## src/rtl/guess_level_seq.sv

```systemverilog
// Level sequencer for the switch-guessing game: arms a masked random target per level,
// judges switch guesses against it, and tracks tries, timeout and the win/lose outcome.
module guess_level_seq #(
    parameter int unsigned NUM_LEVELS  = 3,
    parameter int unsigned BASE_BITS   = 5,
    parameter int unsigned MAX_TRIES   = 3,
    parameter logic [31:0] TIMEOUT_CYC = 32'd0,
    parameter int unsigned SW_W        = BASE_BITS + NUM_LEVELS - 1
) (
    input  logic            clk,
    input  logic            rst,
    input  logic            en,
    input  logic            go,
    input  logic            start,
    input  logic [SW_W-1:0] sw,
    input  logic [SW_W-1:0] rand_in,
    input  logic            cd_done,
    output logic            rand_req,
    output logic            cd_start,
    output logic            beep_req,
    output logic [15:0]     led,
    output logic [3:0]      level,
    output logic [3:0]      tries_left,
    output logic [2:0]      status
);

    localparam logic [2:0] S_IDLE  = 3'd0;
    localparam logic [2:0] S_GREET = 3'd1;
    localparam logic [2:0] S_ARM   = 3'd2;
    localparam logic [2:0] S_PLAY  = 3'd3;
    localparam logic [2:0] S_JUDGE = 3'd4;
    localparam logic [2:0] S_MISS  = 3'd5;
    localparam logic [2:0] S_WIN   = 3'd6;
    localparam logic [2:0] S_LOSE  = 3'd7;

    localparam logic [3:0] TRIES_INIT = 4'(MAX_TRIES);
    localparam logic [3:0] LAST_LEVEL = 4'(NUM_LEVELS - 1);

    logic [2:0]      r_state;
    logic [3:0]      r_level;
    logic [3:0]      r_tries;
    logic [SW_W-1:0] r_target;
    logic [SW_W-1:0] r_guess;
    logic [31:0]     r_timer;
    logic            r_entry;

    logic [SW_W-1:0] w_mask;
    logic            w_hit;
    logic            w_last;
    logic            w_count_en;
    logic            w_timeout;

    always_comb begin
        w_mask = '0;
        for (int unsigned i = 0; i < SW_W; i++) begin
            w_mask[i] = (i < BASE_BITS + 32'(r_level));
        end
    end

    assign w_hit      = ((r_guess & w_mask) == r_target);
    assign w_last     = (r_level == LAST_LEVEL);
    assign w_count_en = cd_done && (TIMEOUT_CYC != 32'd0);
    // Timer holds the number of counting cycles already spent; the edge that would
    // make it reach TIMEOUT_CYC is the one that moves to MISS.
    assign w_timeout  = w_count_en && (r_timer == TIMEOUT_CYC - 32'd1);

    always_ff @(posedge clk) begin
        if (rst) begin
            r_state  <= S_IDLE;
            r_level  <= '0;
            r_tries  <= '0;
            r_target <= '0;
            r_guess  <= '0;
            r_timer  <= '0;
            r_entry  <= 1'b0;
        end else if (!en) begin
            r_state  <= S_IDLE;
            r_level  <= '0;
            r_tries  <= '0;
            r_target <= '0;
            r_timer  <= '0;
            r_entry  <= 1'b0;
        end else begin
            r_entry <= 1'b0;
            case (r_state)
                S_IDLE: r_state <= S_GREET;
                S_GREET: begin
                    if (go) begin
                        r_state <= S_ARM;
                        r_level <= '0;
                        r_tries <= TRIES_INIT;
                    end
                end
                S_ARM: begin
                    r_target <= rand_in & w_mask;
                    r_timer  <= '0;
                    r_state  <= S_PLAY;
                end
                S_PLAY: begin
                    if (go) begin
                        r_state <= S_ARM;
                        r_level <= '0;
                        r_tries <= TRIES_INIT;
                    end else if (start && cd_done) begin
                        r_guess <= sw;
                        r_state <= S_JUDGE;
                    end else if (w_timeout) begin
                        r_state <= S_MISS;
                    end else if (w_count_en) begin
                        r_timer <= r_timer + 32'd1;
                    end
                end
                S_JUDGE: begin
                    if (!w_hit) begin
                        r_state <= S_MISS;
                    end else if (w_last) begin
                        r_state <= S_WIN;
                        r_entry <= 1'b1;
                    end else begin
                        r_level <= r_level + 4'd1;
                        r_tries <= TRIES_INIT;
                        r_state <= S_ARM;
                    end
                end
                S_MISS: begin
                    r_tries <= r_tries - 4'd1;
                    if (r_tries == 4'd1) begin
                        r_state <= S_LOSE;
                        r_entry <= 1'b1;
                    end else begin
                        r_timer <= '0;
                        r_state <= S_PLAY;
                    end
                end
                S_WIN, S_LOSE: begin
                    if (go) begin
                        r_state <= S_ARM;
                        r_level <= '0;
                        r_tries <= TRIES_INIT;
                    end
                end
                default: r_state <= S_IDLE;
            endcase
        end
    end

    always_comb begin
        led = '0;
        if (r_state == S_WIN) begin
            led = '1;
        end else if (r_state >= S_ARM && r_state <= S_MISS) begin
            led = 16'(r_target);
        end
    end

    assign rand_req   = (r_state == S_ARM);
    assign cd_start   = (r_state == S_ARM);
    assign beep_req   = (r_state == S_MISS) ||
                        (((r_state == S_WIN) || (r_state == S_LOSE)) && r_entry);
    assign level      = r_level;
    assign tries_left = r_tries;
    assign status     = r_state;

endmodule

```

## config.mk

```make
export PLATFORM = sky130hd
export DESIGN_NAME = guess_level_seq
export DESIGN_NICKNAME = d
export VERILOG_FILES = /design/src/rtl/guess_level_seq.sv
export SDC_FILE = /design/constraint.sdc
export NUM_CORES = 1
export LEC_CHECK = 0
export CAP_MARGIN = 20
export CORE_MARGIN = 2
export CORE_UTILIZATION = 48
export CTS_CLUSTER_SIZE = 8
export DETAILED_ROUTE_END_ITERATION = 12
export GPL_TIMING_DRIVEN = 0
export PLACE_DENSITY = 0.8
export SETUP_SLACK_MARGIN = 0.4
export SYNTH_ARGS = -nofsm -noshare
export SYNTH_HDL_FRONTEND = slang
export SYNTH_SLANG_ARGS = --single-unit
```

## constraint.sdc

```tcl
create_clock -name clk -period 3.23 [get_ports clk]
set_input_delay 0.969 -clock clk [delete_from_list [all_inputs] [get_ports clk]]
set_output_delay 0.969 -clock clk [all_outputs]
set_load 0.05 [all_outputs]
```

**After elaboration in Yosys (flattened, before gate mapping)**

Cells that the tools add are included.

- Output and inout bits: 30
- Register bits: 26
- Logic and storage cells: 73
- Bits of input ports: 20

- Order comparisons: 9
- Reductions and logical operators: 15
- Muxes and demuxes: 21
- Add/sub/neg operators: 3
- Bitwise gates (word level): 4
- Equality and inequality tests: 15

Operators by type and width:

| operator | number |
|---|---|
| 1-bit by 32-bit less-than comparator with 1-bit output (first input constant) | 2 |
| 2-bit by 32-bit less-than comparator with 1-bit output (first input constant) | 2 |
| 3-bit by 32-bit less-than comparator with 1-bit output (first input constant) | 2 |
| 4-bit two-way mux | 6 |
| 3-bit two-way mux | 6 |
| 3-bit one-hot mux with 6 select lines | 1 |
| 16-bit two-way mux | 1 |
| 7-bit AND | 2 |
| 3-bit equality test (second input constant) | 4 |
| 4-bit one-hot mux with 3 select lines | 1 |
| 4-bit AND reduction | 3 |
| 4-bit one-hot mux with 2 select lines | 1 |
| 7-bit equality test | 1 |
| 7-bit two-way mux | 1 |
| 3-bit by 2-bit equality test with 1-bit output (second input constant) | 2 |
| 3-bit by 4-bit adder with 5-bit output (first input constant) | 1 |
| 3-bit by 5-bit less-than comparator with 1-bit output (first input constant) | 1 |
| 4-bit by 1-bit adder with 4-bit output (second input constant) | 1 |
| 4-bit by 1-bit equality test with 1-bit output (second input constant) | 1 |
| 4-bit by 2-bit equality test with 1-bit output (second input constant) | 1 |
| 2-bit by 1-bit != test with 1-bit output (second input constant) | 2 |
| 2-bit != test (second input constant) | 2 |
| 4-bit OR reduction | 1 |
| 4-bit by 1-bit subtractor with 4-bit output (second input constant) | 1 |
| 15 further kinds | 21 |

**Depth between registers and ports, before layout**

Gate-level depths: netlist (run 1).

- Depth after elaboration: 6
- Depth in mapped cells: 10
- Mapped depth without buffers: 9

**Least setup slack after synthesis (run 1)**

Ideal clock, no wire load.

- Path kind: reg-to-output
- From: reg r_state[1] (netlist: status[1])
- To: out led[0]
- Required time: 2.261 ns
- Data arrival time: 2.232 ns
- Buffers on the path: 0
- Setup slack: 0.029 ns
- Stages on the path, launching flop included: 4
- Path through: dfxtp_1 -> inv_1 -> ha_1 -> o21ai_0

- Longest elaborated chain between the ends: 4
- Elaborated cells between the ends (all ways): 6
- Classes of those cells: order compare: 2; eq/ne: 1; mux: 2; reduce/logical: 1

Ends and longest elaborated chain:

| what | line | source |
|---|---|---|
| start: declaration | 39 | `logic [2:0] r_state;` |
| start signal: assignment | 69 | `r_state <= S_IDLE;` |
| start signal: assignment | 77 | `r_state <= S_IDLE;` |
| start signal: assignment | 86 | `S_IDLE: r_state <= S_GREET;` |
| 3-bit by 2-bit >= comparator with 1-bit output / 3-bit less-or-equal comparator (equally long branches) | 151 | `end else if (r_state >= S_ARM && r_state <= S_MISS) begin` |
| 1-bit logical AND | 151 |  |
| 7-bit two-way mux | 151 |  |
| 16-bit two-way mux (*) | 149 | `if (r_state == S_WIN) begin` |
| end: declaration | 21 | `output logic [15:0] led,` |

Every way passes the cells marked *; elsewhere a longest branch is shown, timed or not.

**Worst setup path in the final report (run 1)**

- From: reg r_state[2] (netlist: status[2])
- To: out rand_req

- Longest elaborated chain between the ends: 1

Ends and longest elaborated chain:

| what | line | source |
|---|---|---|
| 3-bit by 2-bit equality test with 1-bit output | 156 | `assign rand_req = (r_state == S_ARM);` |
| end: declaration | 18 | `output logic rand_req,` |

Every way passes these cells.

==> results of run 1 <==
==> power groups by stage <==
stage               clock [mW]  sequential (mW)  combinational (mW)
finish                   0.277            0.326              0.0806
global route             0.296            0.327              0.0876
floorplan                    0            0.340              0.0334
global placement             0            0.334              0.0764
detailed placement           0            0.334              0.0767
CTS                      0.281            0.326              0.0783
==> metrics by stage <==
step                setup slack (ps)  std cells  power (mW)  cell area, um^2
floorplan                      28.90        228      0.3733             1783
global placement              -87.74        324      0.4101             2323
detailed placement            -90.94        324      0.4104             2323
CTS                            366.1        329      0.6851             2432
global route                   290.1        333      0.7102             2431
finish                         385.6        333      0.6839             2431
==> kinds of logic after synthesis <==
logic type,share of synthesized area [%]
adders and majority gates,5.646
and+or+nand+nor,23.64
DFF,29.36
buffers and inverters,10.37
AOI/OAI and AO/OA,25.27
muxes,5.716
==> synth_stat cells (all sizes together), types with 2 or more instances <==
master,count,share of area [%]
dfxtp,26,29
nor2,22,4.7
inv,19,4.0
nand2,18,4.0
a21oi,14,4.0
nand3,14,4.0
buf,13,5.1
o21ai,13,3.7
mux2i,9,5.1
ha,8,5.6
clkbuf,6,1.3
nor3,5,1.4
a211oi,4,2.0
a31oi,4,1.4
nand2b,4,1.4
nand3b,4,1.7
nor2b,4,1.4
o211ai,4,1.7
nor4,3,1.1
o21a,3,1.3
a2111oi,2,2.0
a21o,2,0.85
a22o,2,0.99
nor4b,2,0.99
o221ai,2,0.99
o22ai,2,0.71
==> worst max-delay path: stages (launching register included) <==
cell             delay [ps]
dfxtp_2                 380
clkbuf_2                220
inv_1                   110
nand3_2                 210
clkinvlp_4              200
buf_4                   160
clkdlybuf4s15_2         320
==> layer usage <==
layer	track usage (%)	share of wire, %	vias to the layer above
met5	0	0	-
met4	6.915	1.9	0
met3	2.951	7.3	11
met2	35.18	46	81
met1	32.19	45	876
li1	-	-	932
==> repair_timing <==
item                                    4_1_cts  5_1_grt
pin swaps                                     1        1
cloned                                        0        1
gates resized for setup                      57       20
buffers inserted                              1        3
endpoints found under the setup margin       28       29
==> registers in the layout, indices dropped and copies added, names as in the netlist <==
name,count
r_guess,7
r_target,7
level,4
tries_left,4
status,3
r_entry,1
==> cell type report <==
type,instances,area (um^2),share of cell area [%]
sequential,26,523.0,21.51
clock buffer,3,41.29,1.698
timing repair buffer,52,486.7,20.02
tap,48,60.06,2.470
multi-input combinational,164,1089,44.78
inverter,19,78.83,3.242
timing repair inverter,1,5.005,0.2059
clock inverter,1,30.03,1.235
buffer,19,117.6,4.838
==> final timing paths <==
path / startpoint / to / depth (start not counted) / slack [ps]
worst max-delay path: status[2] / rand_req / 6 / 390
worst min-delay path: r_target[3] / r_target[3] / 2 / 490
worst max register to register: level[0] / level[2] / 11 / 530
worst min register to register: r_target[3] / r_target[3] / 2 / 490
==> summary.txt, run 1 <==
Pwr
  – Max VDD drop: 0.2520 mV
  – Internal Dissipation: 0.5267 mW
  – Flop pwr share: 47.7%
  – Switching Share: 22.99%
  – Combinational share of power: 11.8%
  – Proportion of power drawn by the clock network: 40.5%
  – P_sw: 0.1573 mW
  – P_leak: 0.9643 nW
  – Power per Cell Area: 281.3 nW/um^2

Critical path
  – Worst path required time: 2260 ps
  – Endpoint type of the worst setup path: output port
  – Critical path launch point type: flip-flop
  – CP max FO: 10
  – Setup CP Type: reg2out
  – CP Data Arrival Time: 1880 ps

Place
  – DP HPWL: 3.392 mm
  – PortBufs: 48
  – RD Place Congestion: 0.9483

Global route
  – GRT Resource Usage Total: 22.55%
  – Global-route wire length before repair: 7.521 mm
  – Antenna violations before repair: 0
  – Largest net degree at the start of global routing: 16
  – GRT overflow: 0
  – Vias in the first global route: 1620

Yosys
  – Seq/Total Area, Yosys: 29.36%
  – Synth Register Bits: 26
  – Syn. warnings: 0
  – Top FF cell, synth: dfxtp_1
  – Post-Syn Nets: 256
  – Post-synthesis instance total: 228
  – Yosys cell types: 49
  – Mapped Area: 1773 um^2
  – Mean Syn Cell Area: 7.776 um^2
  – Post-synth EDFFs: 0
  – Ys async rst share: 0%

Flow run
  – Max-cap violations: 0

STA
  – FMAX: 351.6 MHz
  – Final setup viols: 0
  – Worst Skew: 4.060 ps
  – RSZ-0062 raised after global routing: yes
  – Setup_tns: 0 ps
  – Final Max Slew Viols: 0
  – Worst slew pin tran: 512.8 ps
  – Final Cycle Share: 88.06%
  – Hold Slack: 486.9 ps
  – Final Critical Period: 2844 ps
  – Final Hold Fails: 0
  – Worst rel slew slack: 65.33%

Detailed routing
  – Via count: 1900
  – WL per Instance: 14.06 um
  – 1st-iter DRT viols: 163
  – Vias/cell: 5.706
  – Post-route DRC: 0
  – Drt pass-1 iters: 5
  – Total wire length: 4.683 mm
  – Routed Antenna Nets: 0

Die
  – DIE WIDTH: 64.78 um
  – Core footprint: 3606 um^2
  – Die height: 64.78 um
  – Cell Rows: 22
  – Initial Util: 49.17%
  – I/O pin count: 50
  – Die area: 4196 um^2

Layout
  – Commonest non-fill, non-tap cell in the layout: clkdlybuf4s50_1
  – Filler cell count: 307
  – Final core occ: 67.42%
  – Ratio of cells with drive above 1 in the final layout: 21.75%
  – Area Growth Syn to Fin: 37.12%
  – Diodes inserted: 0
  – Total Nets Final: 314
  – Most frequent cells in the layout: clkdlybuf4s50_1 (29), dfxtp_1 (24), nor2_1 (22)

Worst hold path
  – Min-Delay Path Class: reg2reg

Run status
  – Status: completed

Clock tree
  – Worst-case clock buffer depth: 2
  – Sink Count: 26
  – H-tree lvl count: 1
  – CTS Buf Count: 3
  – CTS tree: yes
  – Clock slew at reported path FFs: 100 ps
  – Clk_lat worst skew: 280 ps
  – CTS root buf: clkbuf_8
  – Cts hold-fix bufs: 0
(Power assumes the default switching activity.)
==> run 2, diff against run 1 <==
- CTS_BUF_LIST: default -> sky130_fd_sc_hd__clkbuf_16
- clock period: 3.23 -> 2.7 ns (I/O delays scaled with it)
==> summary.txt, run 2 (synthesized netlist as in run 1, its figures left out) <==
STA
  – Final Critical Period: 2380 ps
  – Final Cycle Share: 88.15%
  – Final setup viols: 0 (unchanged)
  – Worst Skew: 1.655 ps (-2.405 ps)
  – RSZ-0062 raised after global routing: yes
  – Worst rel slew slack: 65.42% (+0.092 points)
  – Setup_tns: 0 ps (unchanged)
  – Worst slew pin tran: 505.6 ps (-7.233 ps)
  – FMAX: 420.1 MHz
  – Final Hold Fails: 0 (unchanged)
  – Final Max Slew Viols: 0 (unchanged)

Worst hold path
  – WHS Endpoint: r_target[4]
  – Hold Path Depth: 2 (unchanged)
  – Min-Delay Path Class: reg2reg
  – Worst hold path startpoint: r_target[4]

Layout
  – Ratio of cells with drive above 1 in the final layout: 33.78% (+12 points)
  – Most frequent cells in the layout: buf_4 (34), clkdlybuf4s50_1 (23), nor2_1 (21)
  – Commonest non-fill, non-tap cell in the layout: buf_4
  – Biggest regs: r_guess: 7 flops, r_target: 7 flops
  – Area Growth Syn to Fin: 55.68%
  – Final core occ: 76.54% (+9.1 points)
  – Total Nets Final: 325 (+3.5%)
  – Filler cell count: 259 (-16%)
  – Final Instance Count excl. Fillers: 344 (+3.3%)
  – Diodes inserted: 0 (unchanged)

Global route
  – Antenna violations before repair: 0 (unchanged)
  – Busiest grt layer: met2
  – Largest net degree at the start of global routing: 16 (unchanged)
  – Grt met2 use: 41.75% (+6.6 points)
  – Global-route wire length before repair: 8.418 mm (+12%)
  – Met3 usage: 4.167% (+1.2 points)
  – GRT Resource Usage Total: 25.41% (+2.9 points)
  – Vias in the first global route: 1769 (+9.2%)
  – GRT overflow: 0 (unchanged)
  – M1 GR Usage: 34.26% (+2.1 points)

Die
  – Initial Util: 49.17% (unchanged)
  – Die area: 4196 um^2 (unchanged)
  – Core footprint: 3606 um^2 (unchanged)
  – Die height: 64.78 um (unchanged)
  – DIE WIDTH: 64.78 um (unchanged)
  – I/O pin count: 50 (unchanged)
  – Cell Rows: 22 (unchanged)

Detailed routing
  – Routed Antenna Nets: 0 (unchanged)
  – Via count: 1929 (+1.5%)
  – Post-route DRC: 0 (unchanged)
  – Drt pass-1 iters: 4 (-1)
  – Total wire length: 5.207 mm (+11%)
  – 1st-iter DRT viols: 136 (-17%)
  – WL per Instance: 15.14 um (+7.6%)
  – Vias/cell: 5.608 (-1.7%)

Critical path
  – Critical path launch point type: flip-flop
  – CP max-delay cell: dfxtp_4
  – CP Cell Sequence: buf_8 > inv_8 > ha_1 > nand3b_1 > o211ai_1 > nor4_2 > o311ai_2 > a2111oi_4 > buf_6 > and3_4 > a41o_1
  – CP Buf/Inv Count: 3 (-2)
  – Largest stage delay on the critical path: 390 ps (about the same)
  – R2R depth: 11 (unchanged)
  – CP max FO: 8 (-2)
  – Worst reg2reg startpoint: level[0]
  – Endpoint type of the worst setup path: flip-flop
  – Setup CP Type: reg2reg
  – CP Data Arrival Time: 2600 ps (+720 ps)
  – Worst path required time: 2920 ps (+660 ps)
  – RR Endpoint: level[2]
  – CP top delay family: simple AND/OR/NAND/NOR gates
  – Reg2Reg Setup Slack: 320 ps (-210 ps)

Place
  – PortBufs: 48 (unchanged)
  – RD Place Congestion: 0.8459 (-11%)
  – Dpl cells: 324 (unchanged)
  – DP HPWL: 3.473 mm (+2.4%)

Clock tree
  – CTS root buf: clkbuf_16
  – CTS Buf Count: 3 (unchanged)
  – Cts hold-fix bufs: 0 (unchanged)
  – Worst-case clock buffer depth: 2 (unchanged)
  – CTS tree: yes
  – Sink Count: 26 (unchanged)
  – H-tree lvl count: 1 (unchanged)
  – Clock slew at reported path FFs: 70 ps (-30 ps)
  – Clk_lat worst skew: 270 ps (about the same)

Pwr
  – P_leak: 1.174 nW (+22%)
  – Design Power: 0.9031 mW (+32%)
  – Max VDD drop: 0.3645 mV (+45%)
  – Power per Cell Area: 327.2 nW/um^2 (+16%)

Run status
  – Status: completed

Flow run
  – Max-cap violations: 0 (unchanged)
## run 2: changes by cell type in the layout (fill, tap and decap cells not counted), sizes merged
| cell | delta |
|---|---|
| buf | +28 |
| clkdlybuf4s15 | -10 |
| clkdlybuf4s50 | -6 |
| clkbuf | -5 |
| dlygate4sd2 | +3 |
| dlymetal6s2s | +3 |
| bufinv | -1 |
| clkdlybuf4s18 | -1 |
## run 2: area by class of cell
| type | instances | area, um^2 | area share, % |
|---|---|---|---|
| Tap cell | 48 | 60.06 | 2.176 |
| Timing Repair inverter | 1 | 7.507 | 0.2720 |
| Multi-Input combinational cell | 164 | 1242 | 45.01 |
| Timing Repair Buffer | 63 | 574.3 | 20.81 |
| Inverter | 19 | 86.33 | 3.128 |
| Sequential cell | 26 | 540.5 | 19.58 |
| Clock buffer | 4 | 100.1 | 3.626 |
| Buffer | 19 | 148.9 | 5.394 |
## run 2: where the power goes
group,switching (mW),internal [mW],leakage [nW]
combinational,0.0570,0.0502,0.911
sequential,0.00470,0.383,0.214
clock,0.150,0.258,0.0493
## run 2: layer usage
| metal | vias up | share of wire [%] |
|---|---|---|
| met3 | 11 | 6.9 |
| li1 | 945 | - |
| met4 | 0 | 1.5 |
| met1 | 897 | 44 |
| met5 | - | 0 |
| met2 | 76 | 48 |
## run 2: how the worst max path moves through the flow
stage	startpoint	to	slack [ps]	cells after the start
5_1_grt	level[0]	level[2]	250	11
3_3_place_gp	status[1]	beep_req	-140	5
6_report	level[0]	level[2]	320	11
2_1_floorplan	level[0]	level[0]	220	10
3_5_place_dp	status[1]	led[13]	-130	5
4_1_cts	status[1]	led[9]	340	5
## run 2: through the flow
step / worst slack, ps / instance area (um^2) / hold WS [ps]
after CTS: 335.8 / 2659 / 476.6
after global routing: 250.3 / 2760 / 490.3
after global placement: -144.4 / 2442 / 459.8
final: 319.9 / 2760 / 479.0
after floorplan: 221.3 / 1902 / 444.4
after detailed placement: -132.8 / 2442 / 466.6
## run 2: worst reg2reg max path: cells and delay by family (launching register included)
kind            cells  cell delay [ps]
buf+inv             3              340
flops               1              390
simple gates        3              690
fa+ha+maj           1              230
compound gates      4              670
## run 2: timing repair
action | 4_1_cts | 5_1_grt
endpoints found under the setup margin | 42 | 38
pin swaps | 8 | 4
gates resized for setup | 130 | 22
buffers inserted | 12 | 3
endpoints found under the hold margin | 0 | 0
gates cloned | 1 | 0
==> run 3, diff against run 2 <==
- SETUP_SLACK_MARGIN: 0.4 -> default
==> summary.txt, run 3 (synthesized netlist as in run 1, its figures left out) <==
Pwr
  – Max VDD drop: 0.2211 mV (-39%)
  – Design Power: 0.8913 mW (-1.3%)
  – Power per Cell Area: 358.0 nW/um^2 (+9.4%)
  – P_leak: 0.9724 nW (-17%)

Global route
  – Vias in the first global route: 1685 (-4.7%)
  – GRT Resource Usage Total: 23.59% (-1.8 points)
  – Largest net degree at the start of global routing: 16 (unchanged)
  – Global-route wire length before repair: 7.886 mm (-6.3%)
  – GRT overflow: 0 (unchanged)
  – Antenna violations before repair: 0 (unchanged)

Worst hold path
  – Min-Delay Path Class: reg2reg
  – Worst hold path startpoint: r_target[4]

Clock tree
  – Sink Count: 26 (unchanged)
  – H-tree lvl count: 1 (unchanged)
  – CTS root buf: clkbuf_16
  – Clk_lat worst skew: 270 ps (about the same)
  – CTS Buf Count: 3 (unchanged)
  – Clock slew at reported path FFs: 70 ps (about the same)
  – Worst-case clock buffer depth: 2 (unchanged)
  – CTS tree: yes
  – Cts hold-fix bufs: 0 (unchanged)

STA
  – Final Cycle Share: 96.75% (+8.6 points)
  – Hold Slack: 492.9 ps (+13.98 ps)
  – Worst slew pin tran: 523.0 ps (+17.37 ps)
  – Final setup margin: 87.69 ps (-232.2 ps)
  – Worst rel slew slack: 65.14% (-0.29 points)
  – Final Hold Fails: 0 (unchanged)
  – Worst Skew: 3.684 ps (+2.030 ps)
  – FMAX: 382.8 MHz (-8.9%)
  – Final Max Slew Viols: 0 (unchanged)
  – Final setup viols: 0 (unchanged)
  – Final Critical Period: 2612 ps (+232.2 ps)

Die
  – Cell Rows: 22 (unchanged)
  – Core footprint: 3606 um^2 (unchanged)
  – I/O pin count: 50 (unchanged)
  – Die area: 4196 um^2 (unchanged)
  – Die height: 64.78 um (unchanged)
  – Initial Util: 49.17% (unchanged)
  – DIE WIDTH: 64.78 um (unchanged)

Place
  – RD Place Congestion: 0.8741 (+3.3%)
  – PortBufs: 48 (unchanged)
  – DP Worst Slack: -443.4 ps (-310.6 ps)
  – DP HPWL: 3.414 mm (-1.7%)

Critical path
  – Critical path launch point type: flip-flop
  – CP max FO: 10 (+2)
  – Setup CP Type: reg2out
  – CP Data Arrival Time: 1800 ps (-800 ps)
  – Crit. Startpoint: status[2]
  – Worst reg2reg startpoint: level[1]
  – Endpoint type of the worst setup path: output port
  – Worst path required time: 1890 ps (-1030 ps)

Detailed routing
  – 1st-iter DRT viols: 148 (+8.8%)
  – Total wire length: 4.832 mm (-7.2%)
  – Via count: 1904 (-1.3%)
  – WL per Instance: 14.60 um (-3.6%)
  – Drt pass-1 iters: 5 (+1)
  – Vias/cell: 5.752 (+2.6%)
  – Routed Antenna Nets: 0 (unchanged)
  – Post-route DRC: 0 (unchanged)

Flow run
  – Max-cap violations: 0 (unchanged)

Layout
  – Ratio of cells with drive above 1 in the final layout: 21.55% (-12 points)
  – Total Nets Final: 312 (-4.0%)
  – Area Growth Syn to Fin: 40.44%
  – Diodes inserted: 0 (unchanged)
  – Most frequent cells in the layout: clkdlybuf4s50_1 (29), dfxtp_1 (23), nor2_1 (22)
  – Commonest non-fill, non-tap cell in the layout: clkdlybuf4s50_1
  – Biggest regs: r_guess: 7 flops, r_target: 7 flops

Run status
  – Status: completed
-- run 3: final cells by class --
cell class / count / area [um^2]
clock buffer: 4 / 100.1
inverter: 19 / 78.83
buffer: 19 / 120.1
timing repair inverter: 1 / 5.005
tap: 48 / 60.06
fill: 306 / 1116
sequential: 26 / 526.8
multi-input combinational: 164 / 1126
timing repair buffer: 50 / 473.0
-- run 3: what timing repair did --
item                                    4_1_cts  5_1_grt
pin swaps                                     2        0
endpoints found under the setup margin       30       28
endpoints found under the hold margin         0        0
cloned                                        0        1
gates resized for setup                      47       34
buffers inserted                              2        0
-- run 3: worst paths after layout --
kind                 endpoint  slack (ps)  depth (start not counted)
setup / recovery     rand_req          90                          6
hold / removal    r_target[4]         490                          2
hold reg to reg   r_target[4]         490                          2
setup reg to reg     level[2]         120                         10
-- run 3: report_power, final --
group	internal [mW]	switching (mW)	total, mW
Clock	0.258	0.146	0.404
Sequential	0.385	0.00413	0.390
Combinational	0.0454	0.0523	0.0977
Total	0.689	0.202	0.891
-- run 3: metrics by stage --
stage / utilization [%] / cell area, um^2 / std cells / setup TNS (ps)
after floorplan: - / 1787 / 228 / -2395
after global placement: 64.54 / 2327 / 324 / -7209
after detailed placement: 64.54 / 2327 / 324 / -7154
after CTS: 68.32 / 2464 / 330 / 0
after global routing: 69.05 / 2490 / 331 / -27.19
final: 69.05 / 2490 / 331 / 0
-- run 3: layer usage --
metal | up-vias | wire, um | GRT usage (%)
li1 | 928 | - | -
met1 | 868 | 2143 | 32.26
met2 | 89 | 2200 | 38.27
met3 | 19 | 345 | 3.125
met4 | 0 | 143 | 7.713
met5 | - | 0 | 0
-- run 3: worst max-delay path, cell delays in order (launching register included) --
cell and delay, ps:
dfxtp_2 370, clkbuf_4 220, inv_1 110, nand3_4 160
clkinvlp_4 180, buf_4 160, clkdlybuf4s15_2 320
